$ cat src/rtl/seven_seg_scan_driver.sv
// Time-multiplexed seven-segment driver: hex or sequential shift-add-3 decimal
// display of a latched value, with leading-zero blanking and overflow dashes.
module seven_seg_scan_driver #(
   parameter int NUM_DIGITS    = 4,
   parameter int VALUE_WIDTH   = 16,
   parameter int SCAN_DIV      = 1000,
   parameter int BLANK_LEADING = 1
) (
   input  logic                   Clk,
   input  logic                   Rst,
   input  logic [VALUE_WIDTH-1:0] Value,
   input  logic                   Load,
   input  logic                   DecMode,
   output logic                   Busy,
   output logic                   Overflow,
   output logic [7:0]             SegOut,
   output logic [NUM_DIGITS-1:0]  DigitSel
);

   localparam int DW = 4 * NUM_DIGITS;
   localparam int BW = DW + 4;
   localparam int IW = (NUM_DIGITS > 1) ? $clog2(NUM_DIGITS) : 1;
   localparam int CW = (SCAN_DIV > 1) ? $clog2(SCAN_DIV) : 1;
   localparam int NW = $clog2(VALUE_WIDTH + 1);

   typedef enum logic {IDLE, CONVERT} state_t;

   state_t                 state, state_nxt;
   logic [NW-1:0]          iter;
   logic [VALUE_WIDTH-1:0] shreg;
   logic [BW-1:0]          bcd, bcd_adj, bcd_nxt;
   logic                   sticky;
   logic [DW-1:0]          disp;
   logic                   load_ok, last_iter;
   logic [CW-1:0]          scan_cnt;
   logic [IW-1:0]          idx;
   logic [3:0]             nib;
   logic [DW-1:0]          upper;
   logic                   blank;
   logic [7:0]             seg_cur;

   function automatic logic [7:0] hex7(input logic [3:0] n);
      case (n)
         4'h0: hex7 = 8'h3F;  4'h1: hex7 = 8'h06;  4'h2: hex7 = 8'h5B;  4'h3: hex7 = 8'h4F;
         4'h4: hex7 = 8'h66;  4'h5: hex7 = 8'h6D;  4'h6: hex7 = 8'h7D;  4'h7: hex7 = 8'h07;
         4'h8: hex7 = 8'h7F;  4'h9: hex7 = 8'h6F;  4'hA: hex7 = 8'h77;  4'hB: hex7 = 8'h7C;
         4'hC: hex7 = 8'h39;  4'hD: hex7 = 8'h5E;  4'hE: hex7 = 8'h79;  default: hex7 = 8'h71;
      endcase
   endfunction

   assign Busy      = (state == CONVERT);
   assign load_ok   = Load && (state == IDLE);
   assign last_iter = (state == CONVERT) && (iter == NW'(VALUE_WIDTH - 1));

   // One shift-add-3 step: correct every BCD nibble, then shift in the next value bit
   always_comb begin
      bcd_adj = bcd;
      for (int k = 0; k < BW / 4; k++) begin
         if (bcd[4*k +: 4] >= 4'd5) bcd_adj[4*k +: 4] = bcd[4*k +: 4] + 4'd3;
      end
      bcd_nxt = {bcd_adj[BW-2:0], shreg[VALUE_WIDTH-1]};
   end

   always_comb begin
      state_nxt = state;
      case (state)
         IDLE:    if (Load && DecMode) state_nxt = CONVERT;
         CONVERT: if (last_iter)       state_nxt = IDLE;
         default:                      state_nxt = IDLE;
      endcase
   end

   always_ff @(posedge Clk or posedge Rst) begin
      if (Rst) begin
         state    <= IDLE;
         iter     <= '0;
         sticky   <= 1'b0;
         disp     <= '0;
         Overflow <= 1'b0;
      end else begin
         state <= state_nxt;
         if (load_ok) begin
            iter   <= '0;
            sticky <= 1'b0;
            if (!DecMode) begin
               disp     <= DW'(Value);
               Overflow <= 1'b0;
            end
         end else if (state == CONVERT) begin
            iter   <= iter + 1'b1;
            sticky <= sticky | bcd_adj[BW-1];
            // Display and overflow change together only when the conversion is complete
            if (last_iter) begin
               disp     <= bcd_nxt[DW-1:0];
               Overflow <= sticky | bcd_adj[BW-1] | (|bcd_nxt[BW-1:DW]);
            end
         end
      end
   end

   always_ff @(posedge Clk) begin
      if (load_ok) begin
         shreg <= Value;
         bcd   <= '0;
      end else if (state == CONVERT) begin
         shreg <= shreg << 1;
         bcd   <= bcd_nxt;
      end
   end

   always_comb begin
      nib     = disp[{idx, 2'b00} +: 4];
      upper   = disp >> {idx, 2'b00};
      blank   = (BLANK_LEADING != 0) && (idx != '0) && (upper == '0);
      seg_cur = hex7(nib);
      if (Overflow)   seg_cur = 8'h40;
      else if (blank) seg_cur = 8'h00;
   end

   // Scan stage: outputs follow the digit index and display register by one clock
   always_ff @(posedge Clk or posedge Rst) begin
      if (Rst) begin
         scan_cnt <= '0;
         idx      <= '0;
         SegOut   <= 8'h00;
         DigitSel <= NUM_DIGITS'(1);
      end else begin
         if (scan_cnt == CW'(SCAN_DIV - 1)) begin
            scan_cnt <= '0;
            idx      <= (idx == IW'(NUM_DIGITS - 1)) ? '0 : idx + 1'b1;
         end else begin
            scan_cnt <= scan_cnt + 1'b1;
         end
         SegOut   <= seg_cur;
         DigitSel <= NUM_DIGITS'(1) << idx;
      end
   end

endmodule

$ cat config.mk
export PLATFORM = sky130hd
export DESIGN_NAME = seven_seg_scan_driver
export DESIGN_NICKNAME = d
export VERILOG_FILES = /design/src/rtl/seven_seg_scan_driver.sv
export SDC_FILE = /design/constraint.sdc
export NUM_CORES = 1
export LEC_CHECK = 0
export CORE_MARGIN = 3
export CORE_UTILIZATION = 36
export DETAILED_ROUTE_END_ITERATION = 16
export PLACE_DENSITY_LB_ADDON = 0.12
export SYNTH_ARGS = -nofsm -noshare
export SYNTH_HDL_FRONTEND = slang
export SYNTH_SLANG_ARGS = --single-unit
$ cat constraint.sdc
create_clock -name Clk -period 5.2 [get_ports Clk]
set_clock_uncertainty 0.1 [all_clocks]
set_input_delay 1.3 -clock Clk [delete_from_list [all_inputs] [get_ports Clk]]
set_output_delay 1.3 -clock Clk [all_outputs]
set_load 0.005 [all_outputs]
Word level (Yosys, flattened, before mapping)

Memories as Yosys holds them, arrays and structs flattened.
Index checks and enable logic that the tools add are counted.

Bits in registers: 84
ROM bits: 112
Bits of input ports: 20
Output and inout bits: 14
Logic and storage cells: 71
Memories kept: 1

Add/sub/neg operators: 8
Magnitude comparators: 5
Equal/unequal tests: 4
Shift-type cells: 3
Multiplexer cells: 26
Bitwise gates (word level): 3
Reduce and logical (&&, ||, !) cells: 10

Memory list:

| name            | words | bits a word | read ports | clocked after memory_dff | write ports | RTL line | RTL |
|---|---|---|---|---|---|---|---|
| (no name shown) | 16    | 7           | 1          | 0                        | 0           | 43       | `case (n)` |

Operators with widths:

| kind                                                 | number |
|---|---|
| 2-to-1 mux 16 bit                                    | 6 |
| adder 4 x 2 -> 4 bit (second input constant)         | 5 |
| >= comparator 4 x 3 -> 1 bit (second input constant) | 5 |
| 2-to-1 mux 4 bit                                     | 5 |
| logical NOT 16 bit                                   | 1 |
| 2-to-1 mux 8 bit                                     | 2 |
| indexed part select 16 x 5 -> 4 bit                  | 1 |
| right shift 16 x 4 -> 16 bit                         | 1 |
| adder 10 x 1 -> 10 bit (second input constant)       | 1 |
| == test 10 bit (second input constant)               | 1 |
| 2-to-1 mux 10 bit                                    | 1 |
| 2-to-1 mux 5 bit                                     | 2 |
| 2-to-1 mux 1 bit                                     | 8 |
| nonzero test 2 bit                                   | 3 |
| adder 5 x 1 -> 5 bit (second input constant)         | 1 |
| == test 5 x 4 -> 1 bit (second input constant)       | 1 |
| logical AND 1 bit                                    | 4 |
| OR reduction 4 bit                                   | 1 |
| left shift 1 x 2 -> 4 bit (first input constant)     | 1 |
| AND reduction 3 bit                                  | 1 |
| adder 2 x 1 -> 2 bit (second input constant)         | 1 |
| == test 2 bit (second input constant)                | 1 |
| 2-to-1 mux 2 bit                                     | 1 |
| != test 2 bit (second input constant)                | 1 |
| other kinds (3)                                      | 4 |

Longest topological paths before layout

Gate-level depths: netlist of run 1.

Depth after elaboration: 7
Depth in mapped cells: 9
Depth with buffers taken out: 8

Worst setup path before layout of run 1

OpenSTA, ideal clock, no wires.

Kind: input -> register
Start: input port Load
End: register disp[0]
Data arrival time: 2,421 ps
Required time: 4,974 ps
Path slack: 2,553 ps
Stages: 5
Path through: buf_2 > nor2_1 > inv_2 > nand3_1 > a221o_1

Word-level cells in the longest chain between the ends: 3

RTL lines:

| what                                                                        | RTL line | RTL |
|---|---|---|
| from (decl)                                                                 | 12       | `input logic Load,` |
| logical AND 1 bit (*)                                                       | 52       | `assign load_ok = Load && (state == IDLE);` |
| != test 2 bit (no source line) / nonzero test 2 bit (equally long branches) | -        |  |
| AND reduction 3 bit (no source line)                                        | -        |  |
| to (signal assigned)                                                        | 86       | `disp <= DW'(Value);` |
| to (signal assigned)                                                        | 94       | `disp <= bcd_nxt[DW-1:0];` |
| to (decl)                                                                   | 33       | `logic [DW-1:0] disp;` |

Every way passes the cells marked *; elsewhere a longest branch is shown, timed or not.
A chain may end at the register's enable or synchronous reset.

Worst setup path after layout of run 1

Ends and elaborated chain as after synthesis.

==> flow_summary.toml, run 1 <==
[final_layout]
fin_area_mm2 = 0.005167
stdcell_count = 619
finalNetCount = 514
drive_above_1_share = 0.07563
antennaDiodeCount = 0
fin_util = 0.4412
area_delta_synth_final_pct = 16.44

[critical_path]
cp-end-kind = "register"
worstSetupPathType = "input port to register"
path_max_fanout = 25
r2r_end = "SegOut[2]"
r2r_start = "idx[0]"
cp-startpoint = "Load"
cp_data_required_time_ns = 5.33
crit_path_start_kind = "input port"
cp.arrival_ns = 3.52
worstSetupEndpoint = "disp[0]"
reg2regPathDepth = 7
ff2ff_setup_slack_ns = 2.28

[pwr]
comb_power_share = 0.382
leakagePower_nw = 2.196
powerDensity_mw_per_mm2 = 556.7
power.total_mw = 2.877
power_frac_seq = 0.385
p_int_mw = 1.789
switchingPower_mw = 1.087
p_sw_frac = 0.3780
vdd_drop_max_mv = 0.2430
clkPwrFrac = 0.234

[sta]
finalSetupTns_ns = 0
final_hold_viol_count = 0
final_max_slew_viol_count = 0
min_period_ns = 3.383
fmax_ghz = 0.2956
timing.final.crit_share = 0.6506
tightest_slew_ns = 1.057
rsz0062_at_grt = "no"
max_slew_margin = 0.2956
setup_violations = 0

[floorplan]
dieArea_mm2 = 0.01370
die_w_um = 117.0
start_util = 0.3790
io_pins = 34
die_height_um = 117.0
coreArea_mm2 = 0.01171
placementRows = 39

[synthesis]
synth_edf_count = 16
synth_top_cell_by_area = "dfrtp_1"
synth-main-ff-cell = "dfrtp_1"
syn-mean-instance-area_um2 = 9.951
ys.warnings.count = 0
synth_fp_nets = 489
synth_cell_types = 59
syn-cell-area_mm2 = 0.004438
yosys-top-cells-area = "dfrtp_1, edfxtp_1, dfxtp_1, ha_1, nand2_1"
synth_top_cell_area_share = 0.2594
ys_ff_latch = 83
ys_async_sr_fraction = 0.5663
synth_cells = 446
seq_area_frac_synth = 0.4638

[clocking]
cts_resized = 0
clk_latency_ns = 0.35
cts_hold_buf = 0
cts_sinks = 83
clockRootBuffer = "clkbuf_16"
cts_tree = "done"
cts_setup_buffers = 0
htree_levels = 3
cts_buffers = 9
clk_transition_reported_paths_ns = 0.07
cts_buffer_depth = 2

[detailed_routing]
dr.pass1.iters = 4
routedWlPerCell_um = 17.50
drc = 0
ant_nets = 0
num_vias = 3338
viasPerCell = 5.393
drt_iter0_markers = 247
totalWireLength_mm = 10.83

[place]
placed_cells = 603
place_congestion = 0.8029
dpl_cell_area_mm2 = 0.004858
portBuffers = 32
dpl.hpwl_mm = 7.634

[global_route]
grt_remaining_overflow = 0
grt_pass1_vias = 3322
track_usage = 0.1695
grt_start_max_net_pins = 48
grt_pass1_wl_mm = 17.64
antenna_found_initial = 0

[run_status]
outcome = "finished clean"

[min_path]
hp-class = "register to register"

[flow_run]
maxCapViolCount = 0
stage by stage:
step / hold WS (ns) / worst slack (ns)
floorplan: 0.3329 / 2.553
global placement: 0.3544 / 1.529
detailed placement: 0.3530 / 1.464
CTS: 0.3615 / 1.817
global route: 0.4087 / 1.643
finish: 0.3590 / 1.817
final cells by class:
cell class / instances / area (µm²)
Clock buffer: 9 / 225.2
Clock inverter: 7 / 83.83
Fill cell: 1124 / 6544
Inverter: 23 / 86.33
Multi-Input combinational cell: 319 / 2192
Sequential cell: 83 / 2058
Tap cell: 143 / 178.9
Timing Repair Buffer: 35 / 342.8
worst max-delay path: stages:
cell             delay, ns
clkdlybuf4s50_1       0.55
buf_4                 0.32
nor2_1                0.19
inv_2                 0.36
nand3_1               0.35
a221o_1               0.44
layout by cell type (no fill, tap or decap), types with 9 or more instances in the layout:
cell type	netlist	routed
dfrtp_1	46	46
a21oi_1	13	13
a21o_1	11	11
nand2_1	72	72
mux2i_1	11	11
clkdlybuf4s50_1	0	32
ha_1	23	23
o21ai_0	12	12
nor2_1	26	26
and3_1	9	9
a211oi_1	9	9
nand2b_1	9	9
o22ai_1	13	13
edfxtp_1	16	16
clkbuf_16	0	9
inv_1	18	17
dfxtp_1	20	20
xnor2_1	11	11
power groups by stage:
stage	Combinational [mW]	Sequential, mW	Clock (mW)
floorplan	0.838	1.05	0
global placement	1.08	1.11	0
detailed placement	1.10	1.12	0
CTS	1.11	1.11	0.689
global route	1.25	1.14	0.712
finish	1.10	1.11	0.672
state kept, by name (all words and copies together) (netlist names):
| signal | cells |
|---|---|
| Busy | 1 |
| DigitSel | 4 |
| Overflow | 1 |
| SegOut | 7 |
| bcd | 20 |
| disp | 16 |
| idx | 2 |
| iter | 5 |
| scan_cnt | 10 |
| shreg | 16 |
| sticky | 1 |
Yosys cell counts (all sizes together) (4+ instances only):
cell type and instances:
a211oi 10, a21o 11, a21oi 13, a221o 8, a221oi 5, and3 9
buf 11, clkbuf 10, dfrtp 46, dfxtp 20, edfxtp 16, ha 23
inv 23, mux2 7, mux2i 11, mux4 4, nand2 72, nand2b 9
nand3 5, nand4b 4, nor2 26, nor2b 4, nor3 6, nor3b 7
nor4 6, o21ai 16, o22ai 13, xnor2 11, xor2 8
worst min path at each step:
stage,start,to,slack [ns],cells past startpoint
6_report,scan_cnt[0],scan_cnt[0],0.36,1
5_1_grt,scan_cnt[0],scan_cnt[0],0.41,1
4_1_cts,scan_cnt[0],scan_cnt[0],0.36,1
3_5_place_dp,scan_cnt[0],scan_cnt[0],0.35,1
3_3_place_gp,scan_cnt[0],scan_cnt[0],0.35,1
2_1_floorplan,scan_cnt[0],scan_cnt[0],0.33,1
metal layers:
metal	wire length, µm	share of wire	global-route usage	vias to the layer above
li1	-	-	-	1645
met5	0	0	0	-
met4	140	0.013	0.04358	0
met1	5214	0.48	0.2357	1629
met3	440	0.041	0.04987	11
met2	5037	0.47	0.2601	53
kinds of logic (layout without fill, tap and decap cells):
family | after synthesis | after routing | share of synthesized area
flops | 83 | 83 | 0.4638
compound gates | 93 | 93 | 0.1463
mux | 22 | 22 | 0.06287
simple gates | 161 | 161 | 0.1816
xor+xnor | 19 | 19 | 0.03750
fa+ha+maj | 23 | 23 | 0.06484
buf+inv | 44 | 74 | 0.04229
other cells | 1 | 1 | 0.0008450
Power figures use the tool's default switching activity.
==> run 2: changes to the inputs <==
clock period = 2.9 ns   (was 5.2 ns; I/O delays follow)
==> flow_summary.toml, run 2 (synthesis gave the netlist of run 1 again) <==
[pwr]
power_frac_seq = 0.390
p_sw_frac = 0.3703
powerDensity_mw_per_mm2 = 979.1
comb_power_share = 0.393
clkPwrFrac = 0.217
power.total_mw = 5.125
leakagePower_nw = 2.247
p_int_mw = 3.227
vdd_drop_max_mv = 0.4995
switchingPower_mw = 1.898

[global_route]
grt_start_max_net_pins = 23
gr-usage-met2 = 0.2579
grtUsageMet3 = 0.04113
grt_pass1_vias = 3308
track_usage = 0.1701
antenna_found_initial = 0
use_met1 = 0.2366
grt_remaining_overflow = 0
grt_most_used_layer = "met2"
grt_pass1_wl_mm = 17.58

[floorplan]
coreArea_mm2 = 0.01171
start_util = 0.3790
die_w_um = 117.0
dieArea_mm2 = 0.01370
die_height_um = 117.0
placementRows = 39
io_pins = 34

[sta]
max_slew_margin = 0.5749
setup_violations = 0
final_max_slew_viol_count = 0
timing.final.crit_share = 0.9116
finalSetupTns_ns = 0
rsz0062_at_grt = "no"
tightest_slew_ns = 0.6318
final_hold_viol_count = 0
fmax_ghz = 0.3783
min_period_ns = 2.644

[place]
placed_cells = 615
portBuffers = 32
dpl.hpwl_mm = 8.075
place_congestion = 0.8049

[detailed_routing]
totalWireLength_mm = 10.77
ant_nets = 0
dr.pass1.iters = 5
drc = 0
routedWlPerCell_um = 17.06
num_vias = 3380
drt_iter0_markers = 229
viasPerCell = 5.357

[final_layout]
fin_util = 0.4469
final_common_cell = "nand2_1"
regMostFlops = "bcd"
stdcell_count = 631
finalNetCount = 526
layout_common_cells = "nand2_1, dfrtp_1, clkdlybuf4s50_1"
antennaDiodeCount = 0
largest_reg_flops = 20
area_delta_synth_final_pct = 17.93
largestRegisters = "bcd: 20 flops, disp: 16 flops, shreg: 16 flops"
drive_above_1_share = 0.09426

[critical_path]
cp-end-kind = "register"
worstSetupPathType = "register to register"
cp_data_required_time_ns = 3.02
crit_path_start_kind = "register"
path_max_fanout = 7
cp.arrival_ns = 2.76

[clocking]
cts_tree = "done"
cts_sinks = 83
clk_transition_reported_paths_ns = 0.06
cts_resized = 0
htree_levels = 3
cts_buffers = 9
cts_setup_buffers = 0
cts_buffer_depth = 2
clockRootBuffer = "clkbuf_16"
clk_latency_ns = 0.35
cts_hold_buf = 0

[min_path]
hp-class = "register to register"

[flow_run]
maxCapViolCount = 0

[run_status]
outcome = "finished clean"
-- run 2: cell count changes in the layout (fill, tap and decap cells not counted) --
cell      delta
buf_4       +12
clkbuf_1     +1
clkinv_1     +1
clkinv_2     +3
clkinv_4     -2
inv_6        -2
inv_8        -1
-- run 2: power by group through the flow --
stage	logic, mW	clock network (mW)	registers, mW
floorplan	1.50	0	1.89
finish	2.02	1.11	2.00
detailed placement	2.02	0	2.01
global placement	2.00	0	2.01
global route	2.29	1.20	2.06
CTS	2.04	1.15	2.00
-- run 2: worst paths after layout --
path | from | endpoint | slack (ns) | cells after the start
setup / recovery | idx[0] | SegOut[2] | 0.26 | 7
hold reg to reg | scan_cnt[0] | scan_cnt[0] | 0.36 | 1
min in group asynchronous | Rst | DigitSel[3] | 0.56 | 2
max in group asynchronous | Rst | iter[4] | 1.53 | 3
setup reg to reg | idx[0] | SegOut[2] | 0.26 | 7
hold / removal | scan_cnt[0] | scan_cnt[0] | 0.36 | 1
-- run 2: cell type report --
cell class / count / area [µm²]
multi-input cells: 319 / 2192
fillers: 1118 / 6477
repair buffers: 47 / 432.9
well taps: 143 / 178.9
flip-flops and latches: 83 / 2058
clock inverters: 6 / 56.30
inverters: 23 / 86.33
clock buffers: 10 / 229.0
-- run 2: critical path: stages (launching register included) --
cell       delay (ns)
dfrtp_1          0.47
mux4_2           0.60
inv_1            0.16
ha_1             0.19
nor4b_1          0.41
o2111ai_1        0.20
nand3b_1         0.29
a211oi_1         0.09
-- run 2: per-stage QoR --
step / hold slack [ns] / worst slack [ns] / instance area (µm²)
floorplan: 0.3329 / 0.3824 / 4438
global placement: 0.3454 / 0.3271 / 4949
detailed placement: 0.3509 / 0.2553 / 4949
CTS: 0.3588 / 0.2427 / 5234
global route: 0.3751 / 0.02323 / 5234
finish: 0.3567 / 0.2563 / 5234
-- run 2: layer usage --
| layer | routed length [µm] | part of all wire |
|---|---|---|
| met3 | 403 | 0.037 |
| met4 | 181 | 0.017 |
| met1 | 5172 | 0.48 |
| met5 | 0 | 0 |
| met2 | 5008 | 0.47 |
